**config.mk**
```make
export PLATFORM = sky130hd
export DESIGN_NAME = ni_injection_queue
export DESIGN_NICKNAME = d
export VERILOG_FILES = /design/src/rtl/ni_injection_queue.sv
export SDC_FILE = /design/constraint.sdc
export NUM_CORES = 1
export LEC_CHECK = 0
export BUFFER_PORTS_ARGS = -buffer_cell sky130_fd_sc_hd__clkbuf_2
export CORE_UTILIZATION = 55
export DETAILED_ROUTE_END_ITERATION = 8
export GPL_TIMING_DRIVEN = 1
export PLACE_DENSITY = 0.77
export REMOVE_ABC_BUFFERS = 1
export SETUP_SLACK_MARGIN = 0.5
export SLEW_MARGIN = 40
export SYNTH_ARGS = -nofsm -noshare
export SYNTH_HDL_FRONTEND = slang
export SYNTH_SLANG_ARGS = --single-unit
```
**constraint.sdc**
```tcl
create_clock -name clk -period 5.01 [get_ports clk]
set_input_delay 0.501 -clock clk [delete_from_list [all_inputs] [get_ports clk]]
set_output_delay 0.501 -clock clk [all_outputs]
set_load 0.05 [all_outputs]
```
**src/rtl/ni_injection_queue.sv**
```systemverilog
// Network-interface injection queue: buffers generator flits in a small FIFO and
// forwards them to the router's local port under credit-based flow control.

package router_pkg;
  localparam int FLIT_SIZE = 16;
endpackage

module ni_injection_queue
  import router_pkg::*;
#(
  parameter int DEPTH   = 4,
  parameter int CREDITS = 4,
  parameter int CNT_W   = 16
) (
  input  logic                 clk,
  input  logic                 reset_n,
  input  logic [FLIT_SIZE-1:0] i_flit,
  input  logic                 i_valid,
  output logic                 o_ready,
  output logic [FLIT_SIZE-1:0] o_flit,
  output logic                 o_valid,
  input  logic                 i_credit,
  output logic                 o_empty,
  output logic                 o_full,
  output logic [CNT_W-1:0]     o_pkt_count,
  output logic                 o_credit_err
);

  localparam int PW = $clog2(DEPTH);
  localparam int CW = $clog2(CREDITS + 1);

  localparam logic [PW:0]    OCC_FULL = (PW + 1)'(DEPTH);
  localparam logic [PW:0]    OCC_ONE  = (PW + 1)'(1);
  localparam logic [PW-1:0]  PTR_ONE  = PW'(1);
  localparam logic [CW-1:0]  CRED_MAX = CW'(CREDITS);
  localparam logic [CW-1:0]  CRED_ONE = CW'(1);
  localparam logic [CNT_W-1:0] PKT_ONE = CNT_W'(1);

  logic [FLIT_SIZE-1:0] mem [DEPTH];
  logic [PW-1:0]        wr_ptr;
  logic [PW-1:0]        rd_ptr;
  logic [PW:0]          occupancy;
  logic [CW-1:0]        credit_cnt;

  logic                 push;
  logic                 send;
  logic [FLIT_SIZE-1:0] head_flit;

  assign o_empty   = (occupancy == '0);
  assign o_full    = (occupancy == OCC_FULL);
  assign o_ready   = !o_full;
  assign push      = i_valid && o_ready;
  assign send      = !o_empty && (credit_cnt != '0);
  assign head_flit = mem[rd_ptr];

  // Storage is not reset; occupancy alone decides which entries are live.
  always_ff @(posedge clk) begin
    if (push) begin
      mem[wr_ptr] <= i_flit;
    end
  end

  always_ff @(posedge clk or negedge reset_n) begin
    if (!reset_n) begin
      wr_ptr       <= '0;
      rd_ptr       <= '0;
      occupancy    <= '0;
      credit_cnt   <= CRED_MAX;
      o_valid      <= 1'b0;
      o_flit       <= '0;
      o_pkt_count  <= '0;
      o_credit_err <= 1'b0;
    end else begin
      if (push) begin
        wr_ptr <= wr_ptr + PTR_ONE;
      end

      if (push && !send) begin
        occupancy <= occupancy + OCC_ONE;
      end else if (send && !push) begin
        occupancy <= occupancy - OCC_ONE;
      end

      o_valid <= send;
      if (send) begin
        o_flit <= head_flit;
        rd_ptr <= rd_ptr + PTR_ONE;
        // Type bit [MSB] set means tail or head+tail: the packet is complete.
        if (head_flit[FLIT_SIZE-1]) begin
          o_pkt_count <= o_pkt_count + PKT_ONE;
        end
      end

      if (i_credit && !send) begin
        if (credit_cnt == CRED_MAX) begin
          o_credit_err <= 1'b1;
        end else begin
          credit_cnt <= credit_cnt + CRED_ONE;
        end
      end else if (send && !i_credit) begin
        credit_cnt <= credit_cnt - CRED_ONE;
      end
    end
  end

endmodule

```
* After elaboration in Yosys (flattened, before gate mapping) *
Memory sizes are Yosys's and may differ from the RTL's.
Index checks and enable logic that the tools add are counted.

storage, ports and cells
  bits of input ports = 20
  memories = 1
  output and inout bits = 37
  word-level logic and storage cells = 44
  RAM bits = 64
  register bits after elaboration = 44

memories
  name  depth  bits a word  rd ports  clocked after Yosys merged registers in  wr ports  line  RTL
  mem   4      16           1         0                                        1         39    logic [FLIT_SIZE-1:0] mem [DEPTH];

operators by class
  reduce and logical (&&, ||, !) cells = 18
  equal/unequal tests = 3
  add/subtract/negate cells = 7
  multiplexer cells = 7

operators with widths
  operator                 number
  $add A16 B1 Y16 const B  1
  $mux W3                  5
  $add A3 B1 Y3 const B    2
  $eq A3 B3 Y1 const B     2
  $logic_and A1 B1 Y1      6
  $reduce_and A2 Y1        3
  $sub A3 B1 Y3 const B    2
  $logic_not A1 Y1         5
  $add A2 B1 Y2 const B    2
  $reduce_bool A2 Y1       2
  $logic_not A3 Y1         1
  $reduce_bool A3 Y1       1
  $mux W1                  2
  $ne A2 B2 Y1 const B     1

* Depth between registers and ports, before layout *
Gate-level depths: netlist of the first run.

  depth in word-level cells = 7
  depth in mapped cells = 11
  gate-level depth less buffers = 9

* Least setup slack after synthesis of the first run *
OpenSTA, ideal clock, no wires.

  kind = reg-to-reg
  start point = reg occupancy[0]
  end point = reg credit_cnt[2]
  cell stages (with the launch flop) = 11
  arrival = 2761 ps
  slack = 2161 ps
  setup time = 88 ps
  period minus slack after synthesis = 2849 ps
  required time = 4922 ps
  buffers on the path = 2
  cell sequence = dfrtp_1 or3_1 inv_1 or2_2 buf_4 buf_4 nand2_1 fa_1 or3_1 nand3_1 o211ai_1

between the ends
  longest elaborated chain between the ends = 7

RTL lines
  item                                                                 line  RTL
  start, declared                                                      42    logic [PW:0] occupancy;
  start signal, assigned                                               79    occupancy <= occupancy + OCC_ONE;
  start signal, assigned                                               81    occupancy <= occupancy - OCC_ONE;
  $logic_not A3 Y1 *                                                   49    assign o_empty = (occupancy == '0);
  via o_empty                                                          23    output logic o_empty,
  $logic_not A1 Y1 *                                                   53    assign send = !o_empty && (credit_cnt != '0);
  $logic_and A1 B1 Y1 *                                                53
  $logic_not A1 Y1                                                     94    if (i_credit && !send) begin
  $logic_and A1 B1 Y1                                                  94
  $ne A2 B2 Y1 (no source line) or $reduce_bool A2 Y1 (tied branches)  -
  $reduce_and A2 Y1 (no source line)                                   -
  end signal, assigned                                                 98    credit_cnt <= credit_cnt + CRED_ONE;
  end signal, assigned                                                 101   credit_cnt <= credit_cnt - CRED_ONE;
  end, declared                                                        43    logic [CW-1:0] credit_cnt;

The timed path passes the listed nets; every way through them passes the cells marked *.
A chain may end at the register's enable or synchronous reset.

* Final worst setup path of the first run *
  start point = reg occupancy[0]
  end point = reg credit_cnt[1]

between the ends
  longest elaborated chain between the ends = 7

RTL lines
  item                                                                 line
  $logic_not A3 Y1 *                                                   49
  $logic_not A1 Y1 *                                                   53
  $logic_and A1 B1 Y1 *                                                53
  $logic_not A1 Y1                                                     94
  $logic_and A1 B1 Y1                                                  94
  $ne A2 B2 Y1 (no source line) or $reduce_bool A2 Y1 (tied branches)  -
  $reduce_and A2 Y1 (no source line)                                   -

Mark *: on every way between the ends. The rest lies on a longest branch, timed or not.

==> impl_metrics.toml, run 1 <==
[floorplanning]
ios = 57
start_util = 0.564
design.die.area_um2 = 8250
rows = 32
die_x_um = 90.8
coreArea_um2 = 7690
die_y_um = 90.8

[timing]
slew_viol_final = 0
setup_tns_ns = 0
min_period_over_period = 0.545
finalHoldViolations = 0
min_period_ns = 2.73
max_slew_margin = 0.495
max_freq_ghz = 0.366
worstMarginPinSlew_ns = 0.758
finalSetupViolCount = 0
setup_slack_ns = 2.28
rsz0062_at_grt = "false"
finClkSkew_ns = 0.0154

[logic_synthesis]
syn_avg_cell_area_um2 = 15.8
ys.warnings.count = 0
async_flop_share = 0.407
yosysUniqueCellTypes = 37
syn-cell-area_um2 = 4340
yosys_register_bits = 108
syn_inst = 274
synth_edf_count = 64
yosysSeqAreaShare = 0.697
ys.flop_type = "edfxtp_1"

[setup_path]
required_ns = 5.31
critical-path-top-delay-family = "simple AND/OR/NAND/NOR gates"
slowest_delay_ns = 0.51
path_class = "flip-flop to flip-flop"
critPathCaptureType = "flip-flop"
crit_chain = "or3_1 > inv_1 > or2_2 > nand2_1 > fa_1 > o21ai_0 > a211oi_1 > o32a_1"
reg2reg_to = "credit_cnt[1]"
r2r_start = "occupancy[0]"
reg2reg_slack_ns = 2.28
cp.arrival_ns = 3.03
reg2regPathDepth = 8
worst-path-max-fanout = 20
cp_slowest_cell = "fa_1"
cp-start-kind = "flip-flop"
worst-path-buf-inv = 1

[clock_tree]
holdBufCountCts = 0
cts_resized = 0
tritoncts = "built"
cts_buffers = 9
cts_htree_levels = 3
cts.clk_slew.worst_paths_ns = 0.10
postCtsSetupRepairBufs = 0
worst_skew_pair.late_latency_ns = 0.36
cts_max_path_buffers = 2
numClockSinks = 108
cts_root_buf = "clkbuf_8"

[placement]
place_ws_ns = 2.33
place.gp.congestion = 0.725
dp_hpwl_um = 4580
port_buffers = 56

[detailed_routing]
wl_per_cell_um = 16.2
viasPerCell = 5.42
drt_iter0_drc = 134
dr.pass1.iters = 4
ant_nets = 0
wirelength_um = 7120
vias = 2378
drt_drc_violations_left = 0

[run]
cap_violations = 0

[min_path]
hp-class = "primary input to async pin"

[layout]
final_util = 0.635
areaGrowthSynthToFinish_pct = 12.5
nets = 360
fill_cells = 603
drive_gt1_frac = 0.270
n_antenna_cell = 0

[status]
status = "complete, no violations"

[global_route]
grt_usage = 0.190
grt_pass1_vias = 2383
grt_first_pass_wirelength_um = 11700
antenna_found_initial = 0
gr-total-overflow = 0
grt_max_degree = 45

[power_and_ir_drop]
powerDensity_nw_per_um2 = 652
p_leak_nw = 2.00
vdd_ir_drop_max_mv = 0.309
## worst max-delay path by stage
stage / start / cells past startpoint / slack, ns / end
after global placement: occupancy[0] / 9 / 2.40 / occupancy[2]
after global routing: occupancy[0] / 8 / 2.02 / credit_cnt[1]
after floorplan: occupancy[0] / 8 / 2.26 / credit_cnt[2]
final: occupancy[0] / 8 / 2.28 / credit_cnt[1]
after detailed placement: occupancy[0] / 9 / 2.33 / occupancy[2]
after CTS: occupancy[0] / 8 / 2.31 / credit_cnt[1]
## cells in the final DEF (no fill, tap or decap), drive strengths merged
| cell | synthesis | layout |
|---|---|---|
| clkinvlp | 0 | 2 |
| xor2 | 4 | 4 |
| dfstp | 1 | 1 |
| edfxtp | 64 | 64 |
| mux2 | 3 | 3 |
| bufinv | 0 | 1 |
| nand3 | 9 | 9 |
| o21ai | 3 | 3 |
| a211oi | 1 | 1 |
| ha | 6 | 6 |
| or2 | 1 | 1 |
| nor3 | 2 | 2 |
| fa | 2 | 2 |
| nand2 | 52 | 52 |
| or3 | 2 | 2 |
| nor2 | 6 | 6 |
| nand4 | 6 | 6 |
| and3 | 7 | 7 |
| clkinv | 0 | 2 |
| a211o | 1 | 1 |
| mux4 | 16 | 16 |
| clkbuf | 2 | 67 |
| xnor2 | 18 | 18 |
| dfrtp | 43 | 43 |
| o32a | 1 | 1 |
| nor3b | 1 | 1 |
| nor2b | 1 | 1 |
| and2 | 3 | 3 |
| a21boi | 1 | 1 |
| a41o | 1 | 1 |
| and4 | 2 | 2 |
| a21o | 1 | 1 |
| inv | 6 | 6 |
| o211ai | 1 | 1 |
## sequential cells by signal (all words and copies together), names as in the netlist
signal        flops
mem              64
o_flit           16
o_pkt_count      16
credit_cnt        3
occupancy         3
rd_ptr            2
wr_ptr            2
o_credit_err      1
o_valid           1
## worst reg2reg max path, delay by kind of cell (launching register included)
family	cells	cell delay [ns]
adders and majority gates	1	0.51
AOI/OAI and AO/OA	3	0.49
buffers and inverters	1	0.20
and+or+nand+nor	3	1.02
DFF	1	0.45
## report_power, final
part	switching [mW]	total (mW)	internal [mW]	leakage, nW
registers	0.208	1.42	1.21	1.13
logic	0.826	1.26	0.435	0.790
clock network	0.270	0.500	0.229	0.0870
total	1.30	3.18	1.88	2.00
## cell usage after synthesis (2+ instances only)
library cell,count,area share
ha_1,6,0.017
mux4_1,6,0.036
or3_1,2,0.0029
buf_4,2,0.0035
and4_1,2,0.0040
o21ai_0,3,0.0035
and3_1,7,0.010
nand3_1,9,0.010
and2_1,2,0.0029
nand4_1,6,0.0087
buf_2,3,0.0035
fa_1,2,0.0092
nor2_1,6,0.0052
dfrtp_1,43,0.25
mux2_2,3,0.0078
clkbuf_1,2,0.0017
xnor2_1,18,0.036
nand2_1,52,0.045
mux4_2,10,0.052
xor2_1,4,0.0081
buf_6,2,0.0052
inv_1,5,0.0043
nor3_1,2,0.0023
edfxtp_1,64,0.44
## routing by layer
| layer | routed length, um | share of wire | GRT usage | up-vias |
|---|---|---|---|---|
| li1 | - | - | - | 1116 |
| met1 | 3060 | 0.43 | 0.232 | 1203 |
| met2 | 3730 | 0.52 | 0.333 | 53 |
| met3 | 241 | 0.034 | 0.0446 | 6 |
| met4 | 81 | 0.011 | 0.0661 | 0 |
| met5 | 0 | 0 | 0 | - |
## per-stage QoR
step | instance area [um^2] | power [mW] | hold WS (ns) | cells
after detailed placement | 4690 | 2.72 | 0.463 | 423
after floorplan | 4280 | 2.38 | 0.205 | 265
after global placement | 4690 | 2.66 | 0.458 | 423
final | 4880 | 3.18 | 0.181 | 439
after global routing | 4880 | 3.38 | 0.206 | 439
after CTS | 4880 | 3.21 | 0.185 | 439
## logic make-up (layout without fill, tap and decap cells)
group                      after synthesis  after routing  share of synthesized area
AOI/OAI and AO/OA                       10             10                     0.0170
xor gates and xnor gates                22             22                     0.0444
adders and majority gates                8              8                     0.0265
buffers and inverters                   15             78                     0.0190
DFF                                    108            108                      0.697
muxes                                   19             19                     0.0960
and+or+nand+nor                         92             92                      0.100
## cell type report
cell class | instances | area [um^2] | area share
Tap cell | 102 | 128 | 0.0261
Clock buffer | 11 | 131 | 0.0269
Clock inverter | 5 | 53.8 | 0.0110
Sequential cell | 108 | 3030 | 0.620
Inverter | 6 | 22.5 | 0.00461
Timing Repair Buffer | 56 | 283 | 0.0579
Multi-Input combinational cell | 151 | 1240 | 0.254
(Power assumes the default switching activity.)
==> run 2, diff against run 1 <==
--- a/config.mk
+++ b/config.mk
@@ -5,11 +5,12 @@
 export SDC_FILE = /design/constraint.sdc
 export NUM_CORES = 1
 export LEC_CHECK = 0
+export ABC_AREA = 1
 export BUFFER_PORTS_ARGS = -buffer_cell sky130_fd_sc_hd__clkbuf_2
 export CORE_UTILIZATION = 55
 export DETAILED_ROUTE_END_ITERATION = 8
 export GPL_TIMING_DRIVEN = 1
-export PLACE_DENSITY = 0.77
+export PLACE_DENSITY = 0.76
 export REMOVE_ABC_BUFFERS = 1
 export SETUP_SLACK_MARGIN = 0.5
 export SLEW_MARGIN = 40
==> constraint.sdc (replaced) <==
create_clock -name clk -period 2.65 [get_ports clk]
set_input_delay 0.265 -clock clk [delete_from_list [all_inputs] [get_ports clk]]
set_output_delay 0.265 -clock clk [all_outputs]
set_load 0.05 [all_outputs]
==> run 2 against run 1 <==
Against the previous run: the run now ends with negative hold slack left; power is 99% higher; synthesized area increased by 5.4%; first-iteration DRC count is 46% higher; via count rose by 31%; register-to-register slack got worse by 1.6 ns; largest cell class unchanged; clock power grew 120%; largest power group is now combinational cells; global-route usage grew 2.5 points; synthesized cell count grew 55%; sequential share of layout area shrank 3.4 points.
==> impl_metrics.toml, run 2 <==
[status]
status = "complete, but fails checks"
failed_checks = "negative hold slack"

[setup_path]
path_class = "flip-flop to flip-flop"
reg2reg_slack_ns = 0.68
required_ns = 2.90
reg2regPathDepth = 8
r2r_start = "occupancy[0]"
critPathCapture = "occupancy[1]"
reg2reg_to = "occupancy[1]"
cp-start-kind = "flip-flop"
crit_start = "occupancy[0]"
critPathCaptureType = "flip-flop"
cp.arrival_ns = 2.21
worst-path-max-fanout = 6

[floorplanning]
die_y_um = 93.2
die_x_um = 93.2
rows = 32
design.die.area_um2 = 8690
start_util = 0.580
coreArea_um2 = 7890
ios = 57

[detailed_routing]
drt_drc_violations_left = 0
wl_per_cell_um = 14.3
ant_nets = 0
vias = 3108
wirelength_um = 8440
viasPerCell = 5.26
dr.pass1.iters = 4
drt_iter0_drc = 195

[logic_synthesis]
yosysUniqueCellTypes = 28
syn-cell-area_um2 = 4570
synth_xor_area_frac = 0.0268
synth_area_leaders = "edfxtp_1 42%, dfrtp_1 24%, nor2_1 8.2%, nand2_1 5.3%, o21ai_0 3.4%"
synth_top_family_by_area = "simple AND/OR/NAND/NOR gates"
synth_edf_count = 64
synth-adder-area-share = 0.0252
synth_simple_gate_area_frac = 0.165
synthMuxAreaShare = 0.00246
synth_commonest_cells = "100 x nor2_1, 65 x nand2_1, 64 x edfxtp_1"
syn_inst = 425
syn_avg_cell_area_um2 = 10.8
async_flop_share = 0.407
synth_top_area_frac = 0.420
synth_top_area_cell = "edfxtp_1"
yosys_register_bits = 108
synth.most_common_cell = "nor2_1"
ys.flop_type = "edfxtp_1"
synth_compound_area_frac = 0.0703
yosysSeqAreaShare = 0.661
ys.warnings.count = 0

[placement]
dp_hpwl_um = 5460
port_buffers = 56
place_ws_ns = 0.619
place.gp.congestion = 0.846

[timing]
slew_viol_final = 0
min_period_over_period = 0.742
finalHoldViolations = 15
setup_slack_ns = 0.683
max_slew_margin = 0.608
hold_ws_ns = -0.0302
worstMarginPinSlew_ns = 0.588
min_period_ns = 1.97
setup_tns_ns = 0
rsz0062_at_grt = "false"
finalSetupViolCount = 0
max_freq_ghz = 0.508
finClkSkew_ns = 0.00660

[clock_tree]
numClockSinks = 108
cts_root_buf = "clkbuf_8"
postCtsSetupRepairBufs = 0
holdBufCountCts = 0
cts.clk_slew.worst_paths_ns = 0.10
cts_buffers = 9
tritoncts = "built"
cts_max_path_buffers = 2
cts_resized = 0
cts_htree_levels = 3
worst_skew_pair.late_latency_ns = 0.35

[min_path]
hp-class = "primary input to async pin"

[run]
cap_violations = 0

[layout]
reg.largest.list = "mem: 64 flops, o_flit: 16 flops, o_pkt_count: 16 flops"
areaGrowthSynthToFinish_pct = 12.8
final_cell_mix = "100 x nor2_1, 64 x nand2_1, 64 x edfxtp_1"
nets = 512
largest_reg_flops = 64
n_antenna_cell = 0
layout_commonest_cell = "nor2_1"
drive_gt1_frac = 0.184
largest_register = "mem"

[power_and_ir_drop]
vdd_ir_drop_max_mv = 0.918
total_power_mw = 6.34
powerDensity_nw_per_um2 = 1230
p_int_mw = 3.55
pwr-share-clk = 0.171
p_leak_nw = 2.14
switching_share = 0.440
pwr-share-seq = 0.407
p_comb_frac = 0.422
p_switching_mw = 2.79

[global_route]
gr-total-overflow = 0
grt_pass1_vias = 3017
grt_first_pass_wirelength_um = 14200
antenna_found_initial = 0
grt_max_degree = 45
grt_usage = 0.215
[run 2: cells by family after synthesis]
| group | after synthesis |
|---|---|
| AO/OA/AOI/OAI | 60 |
| XOR/XNOR | 14 |
| adder cells (fa/ha/maj) | 8 |
| buffers and inverters | 46 |
| flip-flops | 108 |
| multiplexers | 1 |
| AND/OR/NAND/NOR | 188 |
[run 2: final cells by class]
class / count / area (um^2)
Clock inverter: 7 / 97.6
Inverter: 30 / 118
Clock buffer: 9 / 124
Timing Repair Buffer: 64 / 340
Tap cell: 102 / 128
Multi-Input combinational cell: 271 / 1330
Sequential cell: 108 / 3020
Fill cell: 613 / 2730
[run 2: worst max-delay path, cell delays in order (launching register included)]
cell	delay [ns]
dfrtp_1	0.44
nor2_2	0.14
nand2_1	0.10
nand2_2	0.13
inv_1	0.08
ha_1	0.19
inv_1	0.09
fa_1	0.42
mux2_2	0.26
[run 2: per-layer routing]
metal	up-vias	routed length [um]	GRT usage
met1	1469	3870	0.291
met3	18	362	0.0407
met2	92	4060	0.350
met5	-	0	0
li1	1529	-	-
met4	0	155	0.0769
[run 2: through the flow]
step,instances,cell area (um^2),utilization
2_1_floorplan,409,4470,-
3_3_place_gp,575,4940,0.626
3_5_place_dp,575,4940,0.626
4_1_cts,591,5160,0.654
5_1_grt,591,5160,0.654
6_report,591,5160,0.654
[run 2: power groups by stage]
| stage | logic [mW] | registers (mW) | clock network [mW] |
|---|---|---|---|
| detailed placement | 2.68 | 2.62 | 0 |
| finish | 2.67 | 2.58 | 1.08 |
| CTS | 2.69 | 2.58 | 1.11 |
| floorplan | 1.33 | 3.21 | 0 |
| global placement | 2.60 | 2.59 | 0 |
| global route | 2.97 | 2.63 | 1.17 |
[run 2: worst min path at each step]
stage,startpoint,end,slack [ns],depth (start not counted)
2_1_floorplan,reset_n,credit_cnt[0],-0.03,0
3_3_place_gp,reset_n,o_flit[10],0.39,2
3_5_place_dp,reset_n,o_flit[10],0.40,2
4_1_cts,reset_n,o_flit[10],0.001,2
5_1_grt,reset_n,o_valid,0.04,2
6_report,reset_n,o_flit[10],-0.03,2
